$ cat config.mk
export PLATFORM = sky130hd
export DESIGN_NAME = event_wait_monitor
export DESIGN_NICKNAME = d
export VERILOG_FILES = /design/src/rtl/event_wait_monitor.sv
export SDC_FILE = /design/constraint.sdc
export NUM_CORES = 1
export LEC_CHECK = 0
export ABC_CLOCK_PERIOD_IN_PS = 1800
export CORE_AREA = 2 2 62 64
export DETAILED_ROUTE_END_ITERATION = 6
export DIE_AREA = 0 0 64 66
export PLACE_DENSITY = 0.68
export SLEW_MARGIN = 20
export SYNTH_ARGS = -nofsm -noshare
export SYNTH_HDL_FRONTEND = slang
export SYNTH_SLANG_ARGS = --single-unit
$ cat constraint.sdc
create_clock -name clk -period 1.8 [get_ports clk]
set_clock_uncertainty 0.15 [all_clocks]
set_input_delay 0.27 -clock clk [delete_from_list [all_inputs] [get_ports clk]]
set_output_delay 0.27 -clock clk [all_outputs]
set_load 0.005 [all_outputs]
$ cat src/rtl/event_wait_monitor.sv
// Waits for the ordered sequence: level high, then a later strobe rise, then a later event pulse.
// It also keeps saturating activity counters that run in every state.
module event_wait_monitor #(
  parameter int CNT_W   = 8,
  parameter int TIMEOUT = 0,
  parameter int TO_W    = 16
) (
  input  logic             clk,
  input  logic             rst,
  input  logic             arm,
  input  logic             abort,
  input  logic             changes,
  input  logic             strobe,
  input  logic             evt,
  output logic             arrived,
  output logic             timeout,
  output logic             busy,
  output logic [1:0]       state,
  output logic [CNT_W-1:0] change_cnt,
  output logic [CNT_W-1:0] rise_cnt,
  output logic [CNT_W-1:0] evt_cnt
);

  typedef enum logic [1:0] {
    S_IDLE      = 2'd0,
    S_WAIT_LVL  = 2'd1,
    S_WAIT_EDGE = 2'd2,
    S_WAIT_EVT  = 2'd3
  } state_t;

  localparam bit            TO_EN   = (TIMEOUT > 0);
  localparam logic [TO_W-1:0] TO_LAST = TO_EN ? TO_W'(TIMEOUT - 1) : '0;

  function automatic logic [CNT_W-1:0] sat_inc(input logic [CNT_W-1:0] v, input logic en);
    logic [CNT_W-1:0] r;
    r = v;
    if (en && (v != {CNT_W{1'b1}})) r = v + 1'b1;
    return r;
  endfunction

  state_t           r_state;
  state_t           w_state_nxt;
  logic             r_arrived;
  logic             r_timeout;
  logic             r_busy;
  logic             r_changes_q;
  logic             r_strobe_q;
  logic [TO_W-1:0]  r_wait;
  logic [CNT_W-1:0] r_change_cnt;
  logic [CNT_W-1:0] r_rise_cnt;
  logic [CNT_W-1:0] r_evt_cnt;
  logic             w_arrived_nxt;
  logic             w_timeout_nxt;
  logic             w_change;
  logic             w_rise;

  assign w_change = changes ^ r_changes_q;
  assign w_rise   = strobe & ~r_strobe_q;

  // Next-state logic: abort beats completion, completion beats timeout
  always_comb begin
    w_state_nxt   = r_state;
    w_arrived_nxt = 1'b0;
    w_timeout_nxt = 1'b0;
    case (r_state)
      S_IDLE:      if (arm && !abort) w_state_nxt = S_WAIT_LVL;
      S_WAIT_LVL:  if (changes)       w_state_nxt = S_WAIT_EDGE;
      S_WAIT_EDGE: if (w_rise)        w_state_nxt = S_WAIT_EVT;
      S_WAIT_EVT: begin
        if (evt) begin
          w_state_nxt   = S_IDLE;
          w_arrived_nxt = 1'b1;
        end
      end
      default:     w_state_nxt = S_IDLE;
    endcase
    if (r_state != S_IDLE) begin
      if (abort) begin
        w_state_nxt   = S_IDLE;
        w_arrived_nxt = 1'b0;
      end else if (!w_arrived_nxt && TO_EN && (r_wait == TO_LAST)) begin
        w_state_nxt   = S_IDLE;
        w_timeout_nxt = 1'b1;
      end
    end
  end

  always_ff @(posedge clk) begin
    if (rst) begin
      r_state   <= S_IDLE;
      r_arrived <= 1'b0;
      r_timeout <= 1'b0;
      r_busy    <= 1'b0;
    end else begin
      r_state   <= w_state_nxt;
      r_arrived <= w_arrived_nxt;
      r_timeout <= w_timeout_nxt;
      r_busy    <= (w_state_nxt != S_IDLE);
    end
  end

  // Held at zero in IDLE so it is already cleared on entry to WAIT_LVL
  always_ff @(posedge clk) begin
    if (rst || (r_state == S_IDLE)) r_wait <= '0;
    else                            r_wait <= r_wait + 1'b1;
  end

  always_ff @(posedge clk) begin
    if (rst) begin
      r_changes_q  <= 1'b0;
      r_strobe_q   <= 1'b0;
      r_change_cnt <= '0;
      r_rise_cnt   <= '0;
      r_evt_cnt    <= '0;
    end else begin
      r_changes_q  <= changes;
      r_strobe_q   <= strobe;
      r_change_cnt <= sat_inc(r_change_cnt, w_change);
      r_rise_cnt   <= sat_inc(r_rise_cnt, w_rise);
      r_evt_cnt    <= sat_inc(r_evt_cnt, evt);
    end
  end

  assign arrived    = r_arrived;
  assign timeout    = r_timeout;
  assign busy       = r_busy;
  assign state      = r_state;
  assign change_cnt = r_change_cnt;
  assign rise_cnt   = r_rise_cnt;
  assign evt_cnt    = r_evt_cnt;

endmodule

==> metrics.yaml, run 1 <==
place:
  dp_cells: 258
  placed_area_mm2: 0.00202
  dp_worst_setup_slack_ns: -0.0689
  place.gp.congestion: 0.831
  post-dp-hpwl_um: 2850
  port_buffers: 34
floorplanning:
  chipHeight_um: 66
  ios: 36
  row_count: 22
  start_util: 0.428
  dieWidth_um: 64
  core_mm2: 0.00355
  die-area_mm2: 0.00422
timing:
  min_period_ns: 1.72
  report.final.slew_viol_count: 0
  hold_slack_ns: 0.370
  rsz0062_at_grt: "no"
  fin_crit_sh: 0.958
  setup_slack_ns: 0.0763
  setup_viol: 0
  finalHoldViolCount: 0
  fmax_mhz: 580
power_and_ir_drop:
  power.density_mw_per_mm2: 600
  pwr-share-comb: 0.142
  power.share.clock: 0.291
  pwr-share-seq: 0.567
  power.internal_mw: 0.930
  p_sw_frac: 0.253
  p_sw_mw: 0.315
  p_leak_nw: 0.746
  peakVddDrop_uv: 329
route:
  dr_wl_met3_um: 201
  highest_layer: "met4"
  viasPerCell: 5.69
  vias: 1509
  drt_iter0_markers: 115
  ant_nets: 0
  wl_met1_um: 1640
  drc: 0
  wl_met2_um: 1820
  drt_first_pass_iters: 4
  wl_per_cell_um: 14.1
  totalWireLength_um: 3730
critical_path:
  critPathLaunchType: "flip-flop"
  arrival_ns: 1.30
  endpoint_kind: "primary output"
  cp_max_fo: 5
  cp.required_ns: 1.38
  r2r_slack_ns: 0.11
  critPathKind: "reg -> out"
clock_network:
  h-tree-depth: 2
  cts_tree: "built"
  clk_pin_slew_ns: 0.09
  cts_buffers: 5
  cts.sinks: 30
  clockBufferDepth: 2
  cts_hold_buf: 0
  cts_root_buf: "clkbuf_4"
  worstSkewPairLatency_ns: 0.32
synth:
  ys.flop_type: "dfxtp_1"
  synth_common_cells: "dfxtp_1 (30), nand2_1 (12), nor3_1 (11), a21oi_1 (9), nor2b_1 (9)"
  yosysWarnings: 0
  yosysSeqAreaShare: 0.395
  ys_async_sr_fraction: 0
  yosysTopAreaCell: "dfxtp_1"
  post_synth_num_cell_types: 48
  synth_top_area_share: 0.395
  syn_inst: 165
  avgSynthCellArea_um2: 9.21
  synth_area_leaders: "dfxtp_1 (40%), mux2_2 (3.7%), nor2b_1 (3.7%), nor3_1 (3.6%), a21oi_1 (3.0%)"
  yosysMostFrequentCell: "dfxtp_1"
  synth_edf_count: 0
  yosys_register_bits: 30
  synth_nets: 175
  syn-cell-area_mm2: 0.00152
finish:
  multi_input_area_um2: 866
  nFillCells: 306
  final_nets: 227
  syn2layout_area_growth_pct: 36.5
  seqCellArea_um2: 609
  n_antenna_cell: 0
  drive_above_1_share: 0.171
  fin_util: 0.584
  instances_no_fill: 265
  fin_area_mm2: 0.00207
grt:
  grt-ovfl-total: 0
  grt_usage: 0.196
  grt_max_degree: 14
  first_global_vias: 1396
  grt_pass1_wl_um: 6470
  antenna_found_initial: 0
min_path:
  hold_path.class: "reg -> reg"
status:
  status: "finished, final reports clean"
flow_run:
  drv_cap: 0
cell usage in the layout (no fill, tap or decap), types with 6 or more instances in the layout:
cell type,Yosys,layout
clkdlybuf4s50_1,0,34
dfxtp_1,30,23
buf_4,1,18
nand2_1,12,12
nor3_1,11,11
a21oi_1,9,9
nor2b_1,9,9
dfxtp_2,0,7
nand3_1,6,6
a211oi_1,6,6
nor2_1,6,6
metal layers:
layer	GRT usage	vias to the layer above
met5	0	-
met4	0.0951	0
met3	0.0494	9
met2	0.320	56
met1	0.239	709
li1	-	735
critical path, stage by stage, from the launching register on:
cell	delay, ns
dfxtp_1	0.35
buf_4	0.14
clkdlybuf4s50_1	0.50
state kept, by name (all words and copies together), names as in the netlist:
register and cells:
r_changes_q 1, change_cnt 8, busy 1, arrived 1, state 2, rise_cnt 8
r_strobe_q 1, evt_cnt 8
through the flow:
stage / power, mW / TNS [ns]
finish: 1.24 / 0
global route: 1.32 / 0
CTS: 1.26 / 0
detailed placement: 0.898 / -0.270
global placement: 0.890 / -0.0130
floorplan: 0.799 / 0
cell families (layout without fill, tap and decap cells):
logic type | Yosys count | after routing | synth area share
AND/OR/NAND/NOR | 71 | 71 | 0.274
AO/OA/AOI/OAI | 36 | 36 | 0.170
flip-flops | 30 | 30 | 0.395
buffers and inverters | 12 | 64 | 0.0354
multiplexers | 10 | 10 | 0.0815
adder cells (fa/ha/maj) | 3 | 3 | 0.0247
XOR/XNOR | 2 | 2 | 0.0165
other | 1 | 1 | 0.00247
worst paths after layout:
check / startpoint / to / depth (start not counted)
max: rise_cnt[1] / rise_cnt[1] / 2
min: rise_cnt[2] / rise_cnt[2] / 2
max reg2reg: change_cnt[0] / change_cnt[5] / 4
min reg2reg: rise_cnt[2] / rise_cnt[2] / 2
power by group through the flow:
stage	Combinational (mW)	Clock, mW	Sequential, mW
6_report	0.177	0.363	0.706
2_1_floorplan	0.0776	0	0.722
3_5_place_dp	0.177	0	0.721
3_3_place_gp	0.170	0	0.719
5_1_grt	0.194	0.410	0.711
4_1_cts	0.178	0.376	0.705
cell type report:
class,count,area share
flip-flops and latches,30,0.294
inverters,5,0.00905
multi-input cells,123,0.417
clock buffers,7,0.0217
repair buffers,52,0.229
well taps,48,0.0290
timing repair:
item	in CTS	in global routing
setup endpoints to repair	0	7
resized for setup	0	7
setup buffers	0	0
Power figures use the tool's default switching activity.
==> run 2, diff against run 1 <==
--- a/config.mk
+++ b/config.mk
@@ -10,6 +10,7 @@
 export DETAILED_ROUTE_END_ITERATION = 6
 export DIE_AREA = 0 0 64 66
 export PLACE_DENSITY = 0.68
+export SKIP_CTS_REPAIR_TIMING = 1
 export SLEW_MARGIN = 20
 export SYNTH_ARGS = -nofsm -noshare
 export SYNTH_HDL_FRONTEND = slang
==> results of run 2 <==
Final layout, timing and power as in run 1 (identical DEF).
